<file path="src/rtl/mouse_region_sequencer_if.sv">
// MouseCtl-facing limit/position load port of the region sequencer.
// One strobe at a time, value valid alongside it; busy and active_mode are status.
interface mouse_region_sequencer_if #(
    parameter int NUM_REGIONS = 4,
    parameter int VW          = 12
);
    localparam int AW = $clog2(NUM_REGIONS);

    logic          setmin_x;
    logic          setmax_x;
    logic          setmin_y;
    logic          setmax_y;
    logic          setx;
    logic          sety;
    logic [VW-1:0] value;
    logic          busy;
    logic [AW-1:0] active_mode;

    modport master (
        output setmin_x, setmax_x, setmin_y, setmax_y, setx, sety,
        output value, busy, active_mode
    );

    modport slave (
        input setmin_x, setmax_x, setmin_y, setmax_y, setx, sety,
        input value, busy, active_mode
    );
endinterface

</file>
<file path="src/rtl/mouse_region_sequencer.sv">
// Serially programs MouseCtl cursor limits (and optional re-centre) from a region table on button edges.
// Latency: pin edge to first strobe 4 cycles; no backpressure, requests during a sequence queue as latest-wins.
module mouse_region_sequencer #(
    parameter int                            NUM_REGIONS = 4,
    parameter int                            VW          = 12,
    parameter logic [NUM_REGIONS*VW-1:0]     MIN_X_TAB   = {NUM_REGIONS{VW'(0)}},
    parameter logic [NUM_REGIONS*VW-1:0]     MAX_X_TAB   = {NUM_REGIONS{VW'(1023)}},
    parameter logic [NUM_REGIONS*VW-1:0]     MIN_Y_TAB   = {NUM_REGIONS{VW'(0)}},
    parameter logic [NUM_REGIONS*VW-1:0]     MAX_Y_TAB   = {NUM_REGIONS{VW'(767)}},
    parameter bit                            RECENTER    = 1'b1,
    parameter int                            GAP         = 1
) (
    input  logic                   pclk,
    input  logic                   rst,
    input  logic [NUM_REGIONS-1:0] mode_btn,
    mouse_region_sequencer_if.master mc
);
    localparam int AW = $clog2(NUM_REGIONS);

    typedef enum logic [3:0] {
        BOOT, IDLE, S_MINX, S_MAXX, S_MINY, S_MAXY, S_X, S_Y, WAIT
    } state_t;

    logic [NUM_REGIONS-1:0] sync1_q, sync2_q, sync3_q;
    logic [NUM_REGIONS-1:0] edge_vec;
    logic [AW-1:0]          edge_idx;

    state_t        state_q, state_d, nxt_q, nxt_d, tgt;
    logic          step;
    logic [3:0]    cnt_q, cnt_d;
    logic [AW-1:0] cur_q, cur_d, act_q, act_d, pend_q, pend_d;
    logic          pendv_q, pendv_d;

    logic [5:0]    strb_q, strb_d;
    logic [VW-1:0] value_q, value_d;
    logic          busy_q;
    logic [AW-1:0] mode_q;

    logic [VW-1:0] minx, maxx, miny, maxy, cx, cy;
    logic [VW:0]   sumx, sumy;

    assign edge_vec = sync2_q & ~sync3_q;

    always_comb begin
        edge_idx = '0;
        for (int i = NUM_REGIONS - 1; i >= 0; i--) begin
            if (edge_vec[i]) edge_idx = AW'(i);
        end
    end

    assign minx = MIN_X_TAB[int'(cur_q)*VW +: VW];
    assign maxx = MAX_X_TAB[int'(cur_q)*VW +: VW];
    assign miny = MIN_Y_TAB[int'(cur_q)*VW +: VW];
    assign maxy = MAX_Y_TAB[int'(cur_q)*VW +: VW];
    // Sum one bit wider so regions near full scale still centre correctly.
    assign sumx = {1'b0, minx} + {1'b0, maxx};
    assign sumy = {1'b0, miny} + {1'b0, maxy};
    assign cx   = sumx[VW:1];
    assign cy   = sumy[VW:1];

    function automatic state_t succ(input state_t s);
        case (s)
            S_MINX:  return S_MAXX;
            S_MAXX:  return S_MINY;
            S_MINY:  return S_MAXY;
            S_MAXY:  return RECENTER ? S_X : IDLE;
            S_X:     return S_Y;
            default: return IDLE;
        endcase
    endfunction

    always_comb begin
        state_d = state_q;
        nxt_d   = nxt_q;
        cnt_d   = cnt_q;
        cur_d   = cur_q;
        act_d   = act_q;
        pend_d  = pend_q;
        pendv_d = pendv_q;
        step    = 1'b0;
        tgt     = IDLE;

        if (state_q != IDLE && state_q != BOOT && |edge_vec) begin
            pend_d  = edge_idx;
            pendv_d = 1'b1;
        end

        case (state_q)
            BOOT: begin
                cur_d   = '0;
                state_d = S_MINX;
            end
            IDLE: begin
                if (|edge_vec && edge_idx != act_q) begin
                    cur_d   = edge_idx;
                    state_d = S_MINX;
                end
            end
            WAIT: begin
                if (cnt_q == 4'd0) begin
                    step = 1'b1;
                    tgt  = nxt_q;
                end else begin
                    cnt_d = cnt_q - 4'd1;
                end
            end
            default: begin
                if (GAP == 0) begin
                    step = 1'b1;
                    tgt  = succ(state_q);
                end else begin
                    state_d = WAIT;
                    nxt_d   = succ(state_q);
                    cnt_d   = 4'(GAP - 1);
                end
            end
        endcase

        // IDLE as the step target marks the end of the current sequence.
        if (step) begin
            if (tgt == IDLE) begin
                act_d = cur_q;
                if (pendv_d) begin
                    cur_d   = pend_d;
                    pendv_d = 1'b0;
                    state_d = S_MINX;
                end else begin
                    state_d = IDLE;
                end
            end else begin
                state_d = tgt;
            end
        end
    end

    always_comb begin
        strb_d  = '0;
        value_d = value_q;
        case (state_q)
            S_MINX: begin strb_d[0] = 1'b1; value_d = minx; end
            S_MAXX: begin strb_d[1] = 1'b1; value_d = maxx; end
            S_MINY: begin strb_d[2] = 1'b1; value_d = miny; end
            S_MAXY: begin strb_d[3] = 1'b1; value_d = maxy; end
            S_X:    begin strb_d[4] = 1'b1; value_d = cx;   end
            S_Y:    begin strb_d[5] = 1'b1; value_d = cy;   end
            default: ;
        endcase
    end

    always_ff @(posedge pclk) begin
        if (!rst) begin
            sync1_q <= '0;
            sync2_q <= '0;
            sync3_q <= '0;
            state_q <= BOOT;
            nxt_q   <= IDLE;
            cnt_q   <= '0;
            cur_q   <= '0;
            act_q   <= '0;
            pend_q  <= '0;
            pendv_q <= 1'b0;
            strb_q  <= '0;
            value_q <= '0;
            busy_q  <= 1'b0;
            mode_q  <= '0;
        end else begin
            sync1_q <= mode_btn;
            sync2_q <= sync1_q;
            sync3_q <= sync2_q;
            state_q <= state_d;
            nxt_q   <= nxt_d;
            cnt_q   <= cnt_d;
            cur_q   <= cur_d;
            act_q   <= act_d;
            pend_q  <= pend_d;
            pendv_q <= pendv_d;
            strb_q  <= strb_d;
            value_q <= value_d;
            busy_q  <= (state_q != IDLE) && (state_q != BOOT);
            mode_q  <= act_q;
        end
    end

    assign mc.setmin_x    = strb_q[0];
    assign mc.setmax_x    = strb_q[1];
    assign mc.setmin_y    = strb_q[2];
    assign mc.setmax_y    = strb_q[3];
    assign mc.setx        = strb_q[4];
    assign mc.sety        = strb_q[5];
    assign mc.value       = value_q;
    assign mc.busy        = busy_q;
    assign mc.active_mode = mode_q;
endmodule
</file>
<file path="src/flat_wrapper.sv">
// flat-port wrapper written by rule: the top's interface ports become plain ports
module mouse_region_sequencer_flat 
#(
    parameter int                            NUM_REGIONS = 4,
    parameter int                            VW          = 12,
    parameter logic [NUM_REGIONS*VW-1:0]     MIN_X_TAB   = {NUM_REGIONS{VW'(0)}},
    parameter logic [NUM_REGIONS*VW-1:0]     MAX_X_TAB   = {NUM_REGIONS{VW'(1023)}},
    parameter logic [NUM_REGIONS*VW-1:0]     MIN_Y_TAB   = {NUM_REGIONS{VW'(0)}},
    parameter logic [NUM_REGIONS*VW-1:0]     MAX_Y_TAB   = {NUM_REGIONS{VW'(767)}},
    parameter bit                            RECENTER    = 1'b1,
    parameter int                            GAP         = 1
)
  (pclk, rst, mode_btn, mc_setmin_x, mc_setmax_x, mc_setmin_y, mc_setmax_y, mc_setx, mc_sety, mc_value, mc_busy, mc_active_mode);
  mouse_region_sequencer_if #(.NUM_REGIONS(NUM_REGIONS), .VW(VW)) mc_i ();
  input  logic pclk;
  input  logic rst;
  input  logic [NUM_REGIONS-1:0] mode_btn;
  output wire logic [$bits(mc_i.setmin_x)-1:0] mc_setmin_x;
  output wire logic [$bits(mc_i.setmax_x)-1:0] mc_setmax_x;
  output wire logic [$bits(mc_i.setmin_y)-1:0] mc_setmin_y;
  output wire logic [$bits(mc_i.setmax_y)-1:0] mc_setmax_y;
  output wire logic [$bits(mc_i.setx)-1:0] mc_setx;
  output wire logic [$bits(mc_i.sety)-1:0] mc_sety;
  output wire logic [$bits(mc_i.value)-1:0] mc_value;
  output wire logic [$bits(mc_i.busy)-1:0] mc_busy;
  output wire logic [$bits(mc_i.active_mode)-1:0] mc_active_mode;
  assign mc_setmin_x = mc_i.setmin_x;
  assign mc_setmax_x = mc_i.setmax_x;
  assign mc_setmin_y = mc_i.setmin_y;
  assign mc_setmax_y = mc_i.setmax_y;
  assign mc_setx = mc_i.setx;
  assign mc_sety = mc_i.sety;
  assign mc_value = mc_i.value;
  assign mc_busy = mc_i.busy;
  assign mc_active_mode = mc_i.active_mode;
  mouse_region_sequencer #(.NUM_REGIONS(NUM_REGIONS), .VW(VW), .MIN_X_TAB(MIN_X_TAB), .MAX_X_TAB(MAX_X_TAB), .MIN_Y_TAB(MIN_Y_TAB), .MAX_Y_TAB(MAX_Y_TAB), .RECENTER(RECENTER), .GAP(GAP)) u_core (.pclk(pclk), .rst(rst), .mode_btn(mode_btn), .mc(mc_i));
endmodule
</file>
<file path="config.mk">
export PLATFORM = sky130hd
export DESIGN_NAME = mouse_region_sequencer_flat
export DESIGN_NICKNAME = d
export VERILOG_FILES = /design/src/rtl/mouse_region_sequencer_if.sv /design/src/rtl/mouse_region_sequencer.sv /design/src/flat_wrapper.sv
export SDC_FILE = /design/constraint.sdc
export NUM_CORES = 1
export LEC_CHECK = 0
export ABC_AREA = 1
export CORE_MARGIN = 5
export CORE_UTILIZATION = 51
export DETAILED_ROUTE_END_ITERATION = 8
export PLACE_DENSITY = 0.82
export SYNTH_ARGS = -nofsm -noshare
export SYNTH_HDL_FRONTEND = slang
export SYNTH_SLANG_ARGS = --single-unit
export TNS_END_PERCENT = 1
</file>
<file path="constraint.sdc">
create_clock -name pclk -period 2.9 [get_ports pclk]
set_clock_uncertainty 0.15 [all_clocks]
set_input_delay 0.29 -clock pclk [delete_from_list [all_inputs] [get_ports pclk]]
set_output_delay 0.29 -clock pclk [all_outputs]
set_load 0.05 [all_outputs]
</file>
==> reports/metrics.csv <==
metric,value,unit
CTS tree,done,
Tmin final,2.113,ns
WP data required,2.46,ns
worst-case clock buffer depth,2,
worst-path maximum fanout,8,
vias in the first global route,1351,
fin crit share,0.7287,
top-count cell post-synth,nand2_1,
crit-path leading delay family,buffers and inverters,
placed insts,301,
worst skew pair latency,0.36,ns
IO Count,27,
GRT Max-Usage Layer,met2,
post-DP HPWL,2473,microns
Initial Util,0.5316,
Crit. End Element,primary output,
Post-Synth Adder-Cell Area,0.01389,
Leak Pwr,1.024,nW
vias,1461,
Synth Area per Inst,7.507,sq um
largest family of logic cells by synthesized area,simple AND/OR/NAND/NOR gates,
VDD IR max,0.0005678,V
layout cell share with drive strength beyond 1,0.09160,
status,"complete, no violations",
Synth Register Bits,43,
worst-path cell chain,clkdlybuf4s50_1,
"Area growth, synth to finish",17.15,%
Antenna Nets Post-Route,0,
GRT Overall Usage,0.1488,
share of flip-flops with an asynchronous set or reset,0,
post-synth top area cell,dfxtp_1,
port buffer count,24,
Critical Path Max Stage Delay,0.85,ns
Sum Neg Setup Slack,0,ns
Multi-input gate area,689.4,sq um
antenna cells,0,
worst hold-check path type,flip-flop to flip-flop,
chip width,69.44,microns
multiplexer share of the synthesized area,0,
CP arrival,1.67,ns
Layout Nets,270,
# fillers,291,
placed inst area,2039,sq um
Setup CP Type,flip-flop to primary output,
Max-slew headroom,0.6605,
final hold violation count,0,
Simple-Gate Fraction of Synth Area,0.2618,
design area,2111,sq um
routability cong.,0.8426,
Mapped Area,1802,sq um
Main synth FF type,dfxtp_1,
pin count of the biggest net entering global routing,23,
Routed wire per std cell,11.09,microns
"Setup Fix Bufs, Post-CTS",0,
"top cells by count, synth","48 x nand2_1, 44 x inv_1, 43 x dfxtp_1",
number of CTS-inserted buffers,5,
DRT iter0 DRCs,71,
chip height,69.44,microns
Pre-antenna DRT Iters,4,
complex-gate fraction of the synthesized area,0.09792,
synth unique cells,31,
clock transition at the registers of the reported paths,0.12,ns
RSZ-0062 raised after global routing,false,
# setup viols final,0,
CORE AREA,3390,sq um
Ys Warns,0,
Die Area,4821,sq um
global-route wire length before repair,5782,microns
met1 usage in global routing,0.1684,
CTS Sinks,43,
xor-xnor portion of the synthesized cell area,0.004861,
Max Cap Viol,0,
pwr/cell area,992.3,nW/um^2
Cell Rows,21,
Mapped Cells,240,
post-synthesis sequential area ratio,0.4778,
"Remaining Overflow, GRT",0,
Buf/Inv on CP,1,
fmax,473.2,MHz
number of cells in the finished layout apart from fillers,308,
root buffer cell,clkbuf_4,
Least-Margin Pin Slew,0.5077,ns
grt met2 use,0.2489,
Total Wirelength,3417,microns
Yosys top cell area share,0.4778,
# DRC,0,
M3 GR Usage,0.04493,
Max Transition Viols Final,0,
post_cts resized,0,
Post-synth EDFFs,0,
Vias/cell,4.744,
FF+latch area,860.8,sq um
hold_buf cts,0,
largest cells by area after synthesis,"dfxtp_1 48%, nand2_1 10%, inv_1 9.2%",
startpoint types,flip-flop,
H-tree levels,2,
antenna violations before repair,0,
"slowest stage cell, crit path",clkdlybuf4s50_1,
-- flip-flops by register name, indices dropped and copies added (netlist names) --
register and flops:
u_core.strb_q 6, u_core.cnt_q 4, u_core.mc.value 4, u_core.state_q 4, u_core.sync1_q 4, u_core.sync2_q 4, u_core.sync3_q 4, u_core.nxt_q 3
u_core.act_q 2, u_core.cur_q 2, u_core.mc.active_mode 2, u_core.pend_q 2, u_core.mc.busy 1, u_core.pendv_q 1
-- worst register-to-register path: stages, from the launching register on --
cell and delay [ns]:
dfxtp_1 0.31, inv_1 0.13, ha_1 0.18, nand3_2 0.12, nor2_8 0.19, o31ai_2 0.12
nand2_4 0.10, nor2_2 0.07, nor2_1 0.08, nand3_1 0.08, nand2_1 0.07, inv_1 0.03
-- final timing paths --
path | from | to | slack (ns) | cells after the start
hold / removal | u_core.sync1_q[2]$_SDFF_PN0_ | u_core.sync2_q[2]$_SDFF_PN0_ | 0.28 | 2
hold reg to reg | u_core.sync1_q[2]$_SDFF_PN0_ | u_core.sync2_q[2]$_SDFF_PN0_ | 0.28 | 2
setup / recovery | u_core.mc.value[6]$_SDFFE_PN0P_ | mc_value[3] | 0.79 | 1
setup reg to reg | u_core.cnt_q[0]$_SDFFE_PN0P_ | u_core.cur_q[1]$_SDFF_PN0_ | 1.17 | 11
-- where the power goes --
group / leakage, nW / internal, mW / total, mW / switching [mW]
registers: 0.351 / 0.701 / 0.777 / 0.0758
clock network: 0.0383 / 0.178 / 0.362 / 0.185
logic: 0.634 / 0.299 / 0.955 / 0.656
total: 1.02 / 1.18 / 2.09 / 0.917
-- final cells by class --
cell class | count | share of cell area
flip-flops and latches | 43 | 0.4078
clock inverters | 1 | 0.01423
multi-input cells | 138 | 0.3266
repair buffers | 25 | 0.1174
inverters | 49 | 0.08714
clock buffers | 6 | 0.01956
well taps | 46 | 0.02727
-- cells by family after synthesis --
logic type | Yosys count
and+or+nand+nor | 103
DFF | 43
AOI/OAI and AO/OA | 30
other | 1
adders and majority gates | 2
xor gates and xnor gates | 1
buffers and inverters | 60
-- per-layer routing --
layer	up-vias	share of wire
met3	7	0.045
met4	0	0.023
li1	763	-
met1	665	0.45
met2	26	0.48
met5	-	0
-- cells in the final DEF (no fill, tap or decap), types with 2 or more instances in the layout --
cell / instances
nor3_1: 2
inv_1: 44
ha_1: 2
o21ai_0: 6
a21oi_1: 15
a211oi_1: 2
clkbuf_4: 5
nand2_2: 2
clkdlybuf4s50_1: 24
nor2_2: 4
nand4_1: 2
conb_1: 2
nand3_1: 9
inv_2: 4
nor2_1: 31
nand2_1: 48
dfxtp_1: 43
-- per-stage QoR --
stage / hold WS (ns) / power (mW) / setup WS (ns) / util
detailed placement: 0.2484 / 1.741 / 0.7754 / 0.6017
global placement: 0.2429 / 1.709 / 0.8056 / 0.6017
finish: 0.2773 / 2.095 / 0.7867 / 0.6227
floorplan: 0.2376 / 1.537 / 1.314 / -
global route: 0.2843 / 2.228 / 0.6965 / 0.6227
CTS: 0.2798 / 2.100 / 0.7683 / 0.6227
Power figures use the tool's default switching activity.
